[src/rtl/msm_run_ctrl.sv]
// Run controller for the msm_arr ap_ctrl_hs kernel: one invocation per window, plus memory-select ownership.
// Start at cmd+2, 3 cycles of overhead per window; one command at a time, resp held until resp_ready.
module msm_run_ctrl #(
    parameter int WIN_W = 5,
    parameter int TO_W  = 24
) (
    input  logic             ap_clk,
    input  logic             ap_rst_n,
    input  logic             cmd_valid,
    output logic             cmd_ready,
    input  logic [WIN_W-1:0] cmd_num_win,
    input  logic [TO_W-1:0]  timeout_cycles,
    output logic             resp_valid,
    input  logic             resp_ready,
    output logic [1:0]       resp_status,
    output logic [WIN_W-1:0] resp_win_done,
    output logic             k_ap_start,
    input  logic             k_ap_done,
    input  logic             k_ap_idle,
    input  logic             k_ap_ready,
    output logic [WIN_W-1:0] win_idx,
    output logic             mem_owner,
    output logic             busy
);

    typedef enum logic [2:0] {
        S_IDLE,
        S_WAIT_IDLE,
        S_START,
        S_RUN,
        S_NEXT,
        S_DRAIN,
        S_RESP
    } state_t;

    localparam logic [1:0]       ST_OK      = 2'b00;
    localparam logic [1:0]       ST_TIMEOUT = 2'b01;
    localparam logic [TO_W-1:0]  TO_ONE     = TO_W'(1);
    localparam logic [WIN_W-1:0] WIN_ONE    = WIN_W'(1);

    state_t           state_q;
    logic [WIN_W-1:0] num_win_q;
    logic [WIN_W-1:0] win_idx_q;
    logic [WIN_W-1:0] win_done_q;
    logic [WIN_W-1:0] win_done_d;
    logic [TO_W-1:0]  to_lim_q;
    logic [TO_W-1:0]  to_cnt_q;
    logic [TO_W-1:0]  to_cnt_d;
    logic [1:0]       status_q;
    logic             mem_owner_q;
    logic             to_hit;

    // Both counters saturate rather than wrap.
    assign to_cnt_d   = (&to_cnt_q) ? to_cnt_q : to_cnt_q + TO_ONE;
    assign win_done_d = (&win_done_q) ? win_done_q : win_done_q + WIN_ONE;
    assign to_hit     = (to_lim_q != '0) && (to_cnt_q == to_lim_q - TO_ONE);

    assign cmd_ready     = (state_q == S_IDLE);
    assign busy          = (state_q != S_IDLE);
    assign k_ap_start    = (state_q == S_START);
    assign resp_valid    = (state_q == S_RESP);
    assign resp_status   = status_q;
    assign resp_win_done = win_done_q;
    assign win_idx       = win_idx_q;
    assign mem_owner     = mem_owner_q;

    always_ff @(posedge ap_clk or negedge ap_rst_n) begin
        if (!ap_rst_n) begin
            state_q     <= S_IDLE;
            num_win_q   <= '0;
            win_idx_q   <= '0;
            win_done_q  <= '0;
            to_lim_q    <= '0;
            to_cnt_q    <= '0;
            status_q    <= ST_OK;
            mem_owner_q <= 1'b0;
        end else begin
            case (state_q)
                S_IDLE: begin
                    if (cmd_valid) begin
                        num_win_q  <= cmd_num_win;
                        to_lim_q   <= timeout_cycles;
                        win_idx_q  <= '0;
                        win_done_q <= '0;
                        status_q   <= ST_OK;
                        if (cmd_num_win == '0) begin
                            state_q <= S_RESP;
                        end else begin
                            mem_owner_q <= 1'b1;
                            state_q     <= S_WAIT_IDLE;
                        end
                    end
                end
                S_WAIT_IDLE: begin
                    if (k_ap_idle) begin
                        to_cnt_q <= '0;
                        state_q  <= S_START;
                    end
                end
                S_START: begin
                    // Done only counts once ready is seen; a completion beats a same-cycle timeout.
                    to_cnt_q <= to_cnt_d;
                    if (k_ap_ready && k_ap_done) begin
                        state_q <= S_NEXT;
                    end else if (to_hit) begin
                        status_q <= ST_TIMEOUT;
                        state_q  <= S_DRAIN;
                    end else if (k_ap_ready) begin
                        state_q <= S_RUN;
                    end
                end
                S_RUN: begin
                    to_cnt_q <= to_cnt_d;
                    if (k_ap_done) begin
                        state_q <= S_NEXT;
                    end else if (to_hit) begin
                        status_q <= ST_TIMEOUT;
                        state_q  <= S_DRAIN;
                    end
                end
                S_NEXT: begin
                    win_done_q <= win_done_d;
                    if (win_done_d == num_win_q) begin
                        mem_owner_q <= 1'b0;
                        state_q     <= S_RESP;
                    end else begin
                        win_idx_q <= win_idx_q + WIN_ONE;
                        state_q   <= S_WAIT_IDLE;
                    end
                end
                S_DRAIN: begin
                    // Memories stay with the kernel until it is idle again.
                    if (k_ap_idle) begin
                        mem_owner_q <= 1'b0;
                        state_q     <= S_RESP;
                    end
                end
                S_RESP: begin
                    if (resp_ready) begin
                        state_q <= S_IDLE;
                    end
                end
                default: state_q <= S_IDLE;
            endcase
        end
    end

endmodule

[config.mk]
export PLATFORM = sky130hd
export DESIGN_NAME = msm_run_ctrl
export DESIGN_NICKNAME = d
export VERILOG_FILES = /design/src/rtl/msm_run_ctrl.sv
export SDC_FILE = /design/constraint.sdc
export NUM_CORES = 1
export LEC_CHECK = 0
export CORE_AREA = 4 4 92 94
export CTS_BUF_LIST = sky130_fd_sc_hd__clkbuf_4 sky130_fd_sc_hd__clkbuf_8
export DETAILED_ROUTE_END_ITERATION = 16
export DIE_AREA = 0 0 96 98
export GPL_TIMING_DRIVEN = 0
export PLACE_DENSITY = 0.89
export SETUP_SLACK_MARGIN = 0.02
export SYNTH_ARGS = -nofsm -noshare
export SYNTH_HDL_FRONTEND = slang
export SYNTH_SLANG_ARGS = --single-unit
[constraint.sdc]
create_clock -name ap_clk -period 3.17 [get_ports ap_clk]
set_clock_uncertainty 0.05 [all_clocks]
set_input_delay 0.4755 -clock ap_clk [delete_from_list [all_inputs] [get_ports ap_clk]]
set_output_delay 0.4755 -clock ap_clk [all_outputs]
set_load 0.02 [all_outputs]
Yosys cells after proc, flatten, opt, wreduce, memory -nomap -nowiden
Cells that the tools add are included.

word-level totals
  flip-flop bits (word level) = 69
  bits in latches = 0
  memory bits (writable) = 0
  bits in read-only memories = 0
  bits of input ports = 36
  memories = 0

operators by class
  add/subtract/negate cells = 4
  $mul = 0
  divide/modulo/power cells = 0
  $lt $le $gt $ge = 0
  equality and inequality tests = 20
  shifts and indexed selects = 0
  multiplexer cells = 30
  bitwise gates (word level) = 0
  reductions and logical operators = 20

operators with widths
  cell                                                 count
  two-way mux 24 bit                                   2
  case mux 24 bit (2 select lines)                     1
  two-way mux 3 bit                                    11
  adder 24 x 1 -> 24 bit (second input constant)       1
  == test 24 bit                                       1
  AND reduction 24 bit                                 1
  nonzero test 24 bit                                  1
  subtractor 24 x 1 -> 24 bit (second input constant)  1
  case mux 3 bit (7 select lines)                      1
  case mux 5 bit (2 select lines)                      2
  != test 2 bit (second input constant)                9
  two-way mux 5 bit                                    3
  adder 5 x 1 -> 5 bit (second input constant)         2
  AND reduction 5 bit                                  2
  == test 3 bit (second input constant)                3
  nonzero test 3 bit                                   3
  two-way mux 2 bit                                    4
  == test 3 x 2 -> 1 bit (second input constant)       2
  case mux 2 bit (3 select lines)                      1
  AND reduction 3 bit                                  2
  AND reduction 6 bit                                  1
  == test 5 bit                                        1
  zero test 5 bit                                      1
  two-way mux 1 bit                                    4
  11 further kinds                                     14

Depth between registers and ports, before layout
Gate-level depths: netlist of the first run.

  word-level depth = 6
  depth in mapped cells = 11
  mapped depth without buffers = 10

Worst setup path before layout of the first run
No wires, ideal clock.

  path type = reg-to-reg
  from = reg to_lim_q[0]
  to = reg state_q[1]
  setup time = 0.124 ns
  arrival = 2.678 ns
  setup slack = 0.318 ns
  cell stages (with the launch flop) = 11
  path buffers = 1
  cells stage by stage = dfrtp_1 inv_1 ha_1 clkbuf_8 nor4b_1 nand4_1 or3_1 a32oi_1 a21oi_1 or4_4 a211o_1

on the way
  word-level cells in the longest chain between the ends = 6

ends and longest elaborated chain
  element                          line  text
  from (decl)                      46    logic [TO_W-1:0] to_lim_q;
  from (signal assigned)           82    to_lim_q <= timeout_cycles;
  subtractor 24 x 1 -> 24 bit      56    assign to_hit = (to_lim_q != '0) && (to_cnt_q == to_lim_q - TO_ONE);
  == test 24 bit                   56
  logical AND 1 bit (*)            56
  two-way mux 3 bit                105   end else if (to_hit) begin
  two-way mux 3 bit                103   if (k_ap_ready && k_ap_done) begin
  case mux 3 bit (7 select lines)  78    case (state_q)
  to (signal assigned)             104   state_q <= S_NEXT;
  to (signal assigned)             107   state_q <= S_DRAIN;
  to (signal assigned)             109   state_q <= S_RUN;
  to (decl)                        41    state_t state_q;

Mark *: on every way between the ends. The rest lies on a longest branch, timed or not.
A chain may end at the register's enable or synchronous reset.

Worst setup path after layout of the first run
  from = reg to_lim_q[7]
  to = reg state_q[1]

The elaborated chain is that of the path after synthesis.

==> impl_metrics.tcl, run 1 <==
set metrics [dict create \
    status "finished, final reports clean" \
    maxCapViolCount 0 \
    num_antenna_cells 0 \
    syn_avg_cell_area_um2 8.34 \
    grt_antenna_before_repair 0 \
    clkLatencyLatePin_ns 0.35 \
    comb_power_share 0.481 \
    vdd_ir_drop_max_mv 0.507 \
    p_leak_nw 2.23 \
    die_y_um 98 \
    synth_edf_count 0 \
    clockBufferDepth 2 \
    critPathCaptureType "register" \
    via_per_inst 5.98 \
    yosysUniqueCellTypes 61 \
    port_buffers 51 \
    area_growth_pct 20.5 \
    async_flop_share 1.00 \
    p_sw_mw 1.88 \
    post-dp-hpwl_um 8270 \
    multi_input_area_um2 2510 \
    die-area_um2 9410 \
    min_path_type "in2async" \
    power_density_nw_per_um2 821 \
    synthesis.area_um2 4390 \
    seq_area_frac_synth 0.388 \
    ys_ff_latch 68 \
    globalplace.congestion 0.900 \
    pre_cts_slack_ns -0.196 \
    slew_violations 0 \
    root_buffer "clkbuf_8" \
    synth_top_area_share 0.388 \
    synthFlopType "dfrtp_1" \
    cts_buffers 9 \
    hold_violations 0 \
    seqCellArea_um2 1700 \
    nNetsFinal 629 \
    final.setup.worst_slack_ns 0.0450 \
    grt_use_total 0.260 \
    drt-total-wl_um 11400 \
    setup_viol 0 \
    dieWidth_um 96 \
    period_share 0.986 \
    synth-warning-count 0 \
    drc 0 \
    path_clk_slew_ns 0.08 \
    ioPinCount 53 \
    worst_slew_pin_slew_ns 1.21 \
    synthCells 526 \
    grt_pass1_vias 4163 \
    pwr-share-seq 0.332 \
    rsz0062_at_grt "true" \
    hold_buffers 0 \
    via_count 4161 \
    core_area_um2 7650 \
    final_antenna_net_count 0 \
    cts_tree "done" \
    crit_start "to_lim_q[7]$_DFFE_PN0P_" \
    maxSlewHeadroom 0.187 \
    critPathArrivalTime_ns 3.32 \
    grt_pass1_wl_um 19500 \
    grt_max_degree 69 \
    dr.pass1.iters 5 \
    synth_top_area_cell "dfrtp_1" \
    timing.final.crit_period_ns 3.12 \
    cts.sinks 68 \
    synth_nets 566 \
    p_clk_frac 0.187 \
    rows 32 \
    drive_gt1_frac 0.0825 \
    fillers 587 \
    critical_path_class "reg2reg" \
    start_kind "register" \
    grt_overflow 0 \
    synth_area_leaders "dfrtp_1 39%, nand2_1 9.8%, xnor2_1 6.0%" \
    finalPower_mw 4.34 \
    fin_tns_setup_ns 0 \
    dr.first_iter.drc_count 292 \
    initial_utilization 0.574 \
    switching_share 0.434 \
    path_max_fanout 7 \
    r2r_start "to_lim_q[7]$_DFFE_PN0P_" \
    fmax_mhz 320 \
    htreeDepth 3 \
    p_int_mw 2.46 \
    wl_per_cell_um 16.4 \
    worstPathRequired_ns 3.36 \
]
[final timing paths]
| path | end | slack, ns | cells past startpoint |
|---|---|---|---|
| worst max-delay path | state_q[1]$_DFFE_PN0P_ | 0.05 | 7 |
| worst min-delay path | to_lim_q[2]$_DFFE_PN0P_ | 0.17 | 1 |
| worst max register to register | state_q[1]$_DFFE_PN0P_ | 0.05 | 7 |
| worst min register to register | resp_status[0]$_DFFE_PN0P_ | 0.45 | 2 |
| max in group asynchronous | to_cnt_q[1]$_DFFE_PN0P_ | 2.31 | 1 |
| min in group ap_clk | resp_status[0]$_DFFE_PN0P_ | 0.45 | 2 |
[cell families after synthesis]
kind of cell / Yosys count / share of synthesized area
DFF: 68 / 0.388
adders and majority gates: 4 / 0.0114
AOI/OAI and AO/OA: 92 / 0.131
other: 1 / 0.000855
buffers and inverters: 39 / 0.0462
and+or+nand+nor: 266 / 0.305
xor gates and xnor gates: 53 / 0.110
muxes: 3 / 0.00685
[critical path, stage by stage, from the launching register on]
cell      delay (ns)
dfrtp_1         0.37
clkbuf_4        0.19
nor4_4          0.43
nand4_1         0.33
or3_1           0.45
o31a_1          0.35
or4_4           0.53
a211o_1         0.32
[synth_stat cells, drive strengths merged, types with 5 or more instances]
master / count
nand4: 15
clkbuf: 22
and3: 6
or2: 6
dfrtp: 68
nor4: 13
nor3: 15
a21oi: 23
or4: 5
or3: 11
a31oi: 5
and2: 7
nand2: 115
and4: 5
xor2: 22
inv: 13
nor2b: 7
xnor2: 30
o21ai: 31
nand3: 16
nor2: 35
[final cells by class]
cell class / count / share of cell area
buffer: 25 / 0.0284
clock buffer: 9 / 0.0234
clock inverter: 7 / 0.0189
inverter: 13 / 0.00923
multi-input combinational: 419 / 0.475
sequential: 68 / 0.322
tap: 102 / 0.0241
timing repair buffer: 53 / 0.0990
[flip-flops by register name, indices dropped and copies added (netlist names)]
name	cells
state_q	3
mem_owner	1
resp_win_done	5
to_lim_q	24
resp_status	1
num_win_q	5
win_idx	5
to_cnt_q	24
[power groups by stage]
stage	Clock (mW)	Combinational (mW)	Sequential (mW)
global placement	0	1.93	1.43
global route	0.867	2.32	1.48
detailed placement	0	2.00	1.44
finish	0.811	2.09	1.44
floorplan	0	1.48	1.39
CTS	0.824	2.05	1.43
[what timing repair did]
item,4_1_cts,5_1_grt
hold endpoints to repair,0,0
setup buffers,2,0
pin swaps,2,0
setup endpoints to repair,3,10
resized for setup,2,3
[cell usage in the layout, fill, tap and decap left out, types with 3 or more instances in the layout]
cell             count
or4_1                4
and2_1               7
nand4_1             15
ha_1                 4
a21oi_1             23
o21a_1               3
or2_2                4
inv_1               13
buf_4                5
clkbuf_1            17
clkdlybuf4s50_1     50
dfrtp_1             68
and4_1               4
nor2_1              35
nand3_1             16
o31a_1               3
nor3b_1              3
clkinv_4             3
nor4_4               3
a31oi_1              5
xor2_1              22
o21ai_0             31
nor2b_1              7
nand2_1            115
nor4_1              10
clkbuf_8            12
or3_1               11
xnor2_1             30
and3_1               5
mux2i_1              3
o31ai_1              3
a211o_1              3
nor3_1              14
[metal layers]
| layer | GRT usage | vias up | routed length (µm) |
|---|---|---|---|
| met5 | 0 | - | 0 |
| met4 | 0.102 | 0 | 300 |
| met3 | 0.0670 | 29 | 633 |
| met2 | 0.420 | 165 | 5710 |
| met1 | 0.328 | 2005 | 4760 |
| li1 | - | 1962 | - |
[through the flow]
step | instances | instance area, µm² | util | hold slack (ns)
finish | 696 | 5290 | 0.691 | 0.169
global route | 696 | 5290 | 0.691 | 0.249
CTS | 697 | 5270 | 0.689 | 0.204
detailed placement | 679 | 5020 | 0.657 | 0.437
global placement | 679 | 5020 | 0.657 | 0.427
floorplan | 526 | 4390 | - | 0.130
Power figures use the tool's default switching activity.
==> run 2, diff against run 1 <==
CORE_AREA = 4 4 95 97   (was 4 4 92 94)
DIE_AREA = 0 0 99 101   (was 0 0 96 98)
PLACE_DENSITY = 0.84   (was 0.89)
==> run 2 against run 1 <==
Sequential share of layout area down 0.14 points. Sequential power about the same. Wire length down 0.56%. Cell count up 0.72%. Combinational power about the same. Cell area up 0.66%. Clock power up 0.9%. Register-to-register slack worse by 0.03 ns. Utilization down 3.7 points. Critical path depth up 3. Global-route usage down 2.5 points. Critical path type unchanged.
==> impl_metrics.tcl, run 2 (synthesis results as in run 1) <==
set metrics [dict create \
    status "finished, final reports clean" \
    path_max_fanout 9 \
    grt_antenna_before_repair 0 \
    comb_power_share 0.482 \
    drc 0 \
    p_clk_frac 0.187 \
    worst_slew_pin_slew_ns 1.21 \
    fillers 667 \
    fmax_mhz 317 \
    root_buffer "clkbuf_8" \
    setup_viol 0 \
    finalPower_mw 4.37 \
    reg2reg_slack_ns 0.01 \
    clkLatencyLatePin_ns 0.36 \
    pwr-share-seq 0.331 \
    num_antenna_cells 0 \
    rsz0062_at_grt "true" \
    grt_pass1_wl_um 19000 \
    worstPathRequired_ns 3.36 \
    crit_chain "inv_1, ha_1, clkbuf_8, nor4b_2, nand4_1, or3_1, a32oi_1, a21oi_1, or4_4, a211o_1" \
    hold_violations 0 \
    drt-total-wl_um 11300 \
    critPathArrivalTime_ns 3.35 \
    cts.sinks 68 \
    globalplace.congestion 0.931 \
    slew_violations 0 \
    port_buffers 51 \
    grt_max_degree 69 \
    hold_buffers 0 \
    via_per_inst 5.89 \
    grt_pass1_vias 4052 \
    dieWidth_um 99 \
    rows 33 \
    final_common_cell "nand2_1" \
    path_clk_slew_ns 0.08 \
    core_area_um2 8130 \
    p_sw_mw 1.86 \
    nNetsFinal 631 \
    slowest_stage "or4_4" \
    final_antenna_net_count 0 \
    timing.final.crit_period_ns 3.16 \
    final_area_um2 5320 \
    ioPinCount 53 \
    cp_top_family "simple AND/OR/NAND/NOR gates" \
    cts_tree "done" \
    clockBufferDepth 2 \
    power_density_nw_per_um2 822 \
    final.setup.worst_slack_ns 0.0115 \
    start_kind "register" \
    drive_gt1_frac 0.0940 \
    cts_buffers 9 \
    switching_share 0.424 \
    die-area_um2 10000 \
    p_int_mw 2.52 \
    area_growth_pct 21.3 \
    initial_utilization 0.539 \
    wl_per_cell_um 16.2 \
    min_path_type "in2async" \
    dr.first_iter.drc_count 251 \
    maxCapViolCount 0 \
    critical_path_class "reg2reg" \
    placed_area_um2 5030 \
    period_share 0.996 \
    dr.pass1.iters 7 \
    die_y_um 101 \
    crit_buf_inv 2 \
    final_cell_mix "115 x nand2_1, 65 x dfrtp_1, 50 x clkdlybuf4s50_1, 35 x nor2_1" \
    largestRegisters "to_cnt_q x24, to_lim_q x24" \
    utilization 0.654 \
    vdd_ir_drop_max_mv 0.509 \
    fin_tns_setup_ns 0 \
    grt_use_total 0.234 \
    p_leak_nw 2.24 \
    htreeDepth 3 \
    pre_cts_slack_ns -0.151 \
    critPathCaptureType "register" \
    maxSlewHeadroom 0.188 \
    critPathMaxStageDelay_ns 0.57 \
    post-dp-hpwl_um 8170 \
    grt_overflow 0 \
    via_count 4132 \
]
run 2: changes by cell type in the layout (fill, tap and decap cells not counted), sizes merged:
cell      change
clkinvlp      +1
clkinv        -3
clkbuf        +3
buf           +2
inv           -1
run 2: power by group through the flow:
| stage | Combinational (mW) | Clock, mW | Sequential [mW] |
|---|---|---|---|
| 2_1_floorplan | 1.48 | 0 | 1.39 |
| 4_1_cts | 2.03 | 0.825 | 1.43 |
| 6_report | 2.11 | 0.818 | 1.45 |
| 3_5_place_dp | 2.00 | 0 | 1.44 |
| 3_3_place_gp | 1.94 | 0 | 1.43 |
| 5_1_grt | 2.34 | 0.864 | 1.47 |
run 2: metrics by stage:
stage          instances  hold slack (ns)
2_1_floorplan        526            0.130
3_3_place_gp         682            0.436
3_5_place_dp         682            0.437
4_1_cts              699            0.217
5_1_grt              701            0.254
6_report             701            0.171
run 2: worst paths after layout:
path	from	to	cells after the start
setup / recovery	to_lim_q[0]$_DFFE_PN0P_	state_q[1]$_DFFE_PN0P_	10
hold / removal	ap_rst_n	to_lim_q[2]$_DFFE_PN0P_	1
setup reg to reg	to_lim_q[0]$_DFFE_PN0P_	state_q[1]$_DFFE_PN0P_	10
hold reg to reg	num_win_q[0]$_DFFE_PN0P_	num_win_q[0]$_DFFE_PN0P_	2
max in group asynchronous	ap_rst_n	to_lim_q[11]$_DFFE_PN0P_	1
min in group ap_clk	num_win_q[0]$_DFFE_PN0P_	num_win_q[0]$_DFFE_PN0P_	2
run 2: timing repair:
item,4_1_cts,5_1_grt
pin swaps,0,6
gates resized for setup,2,9
buffers inserted,1,3
endpoints found under the setup margin,3,6
run 2: layer usage:
metal | vias up | GRT usage | wire length (µm)
li1 | 1963 | - | -
met1 | 1993 | 0.294 | 4740
met2 | 150 | 0.394 | 5650
met3 | 26 | 0.0602 | 708
met4 | 0 | 0.0788 | 245
met5 | - | 0 | 0
run 2: area by class of cell:
type | instances | area (µm²) | area share
multi-input combinational | 419 | 2520 | 0.474
buffer | 25 | 150 | 0.0282
inverter | 13 | 48.8 | 0.00917
sequential | 68 | 1710 | 0.321
tap | 105 | 131 | 0.0247
clock buffer | 12 | 153 | 0.0287
timing repair buffer | 55 | 538 | 0.101
clock inverter | 4 | 72.6 | 0.0136
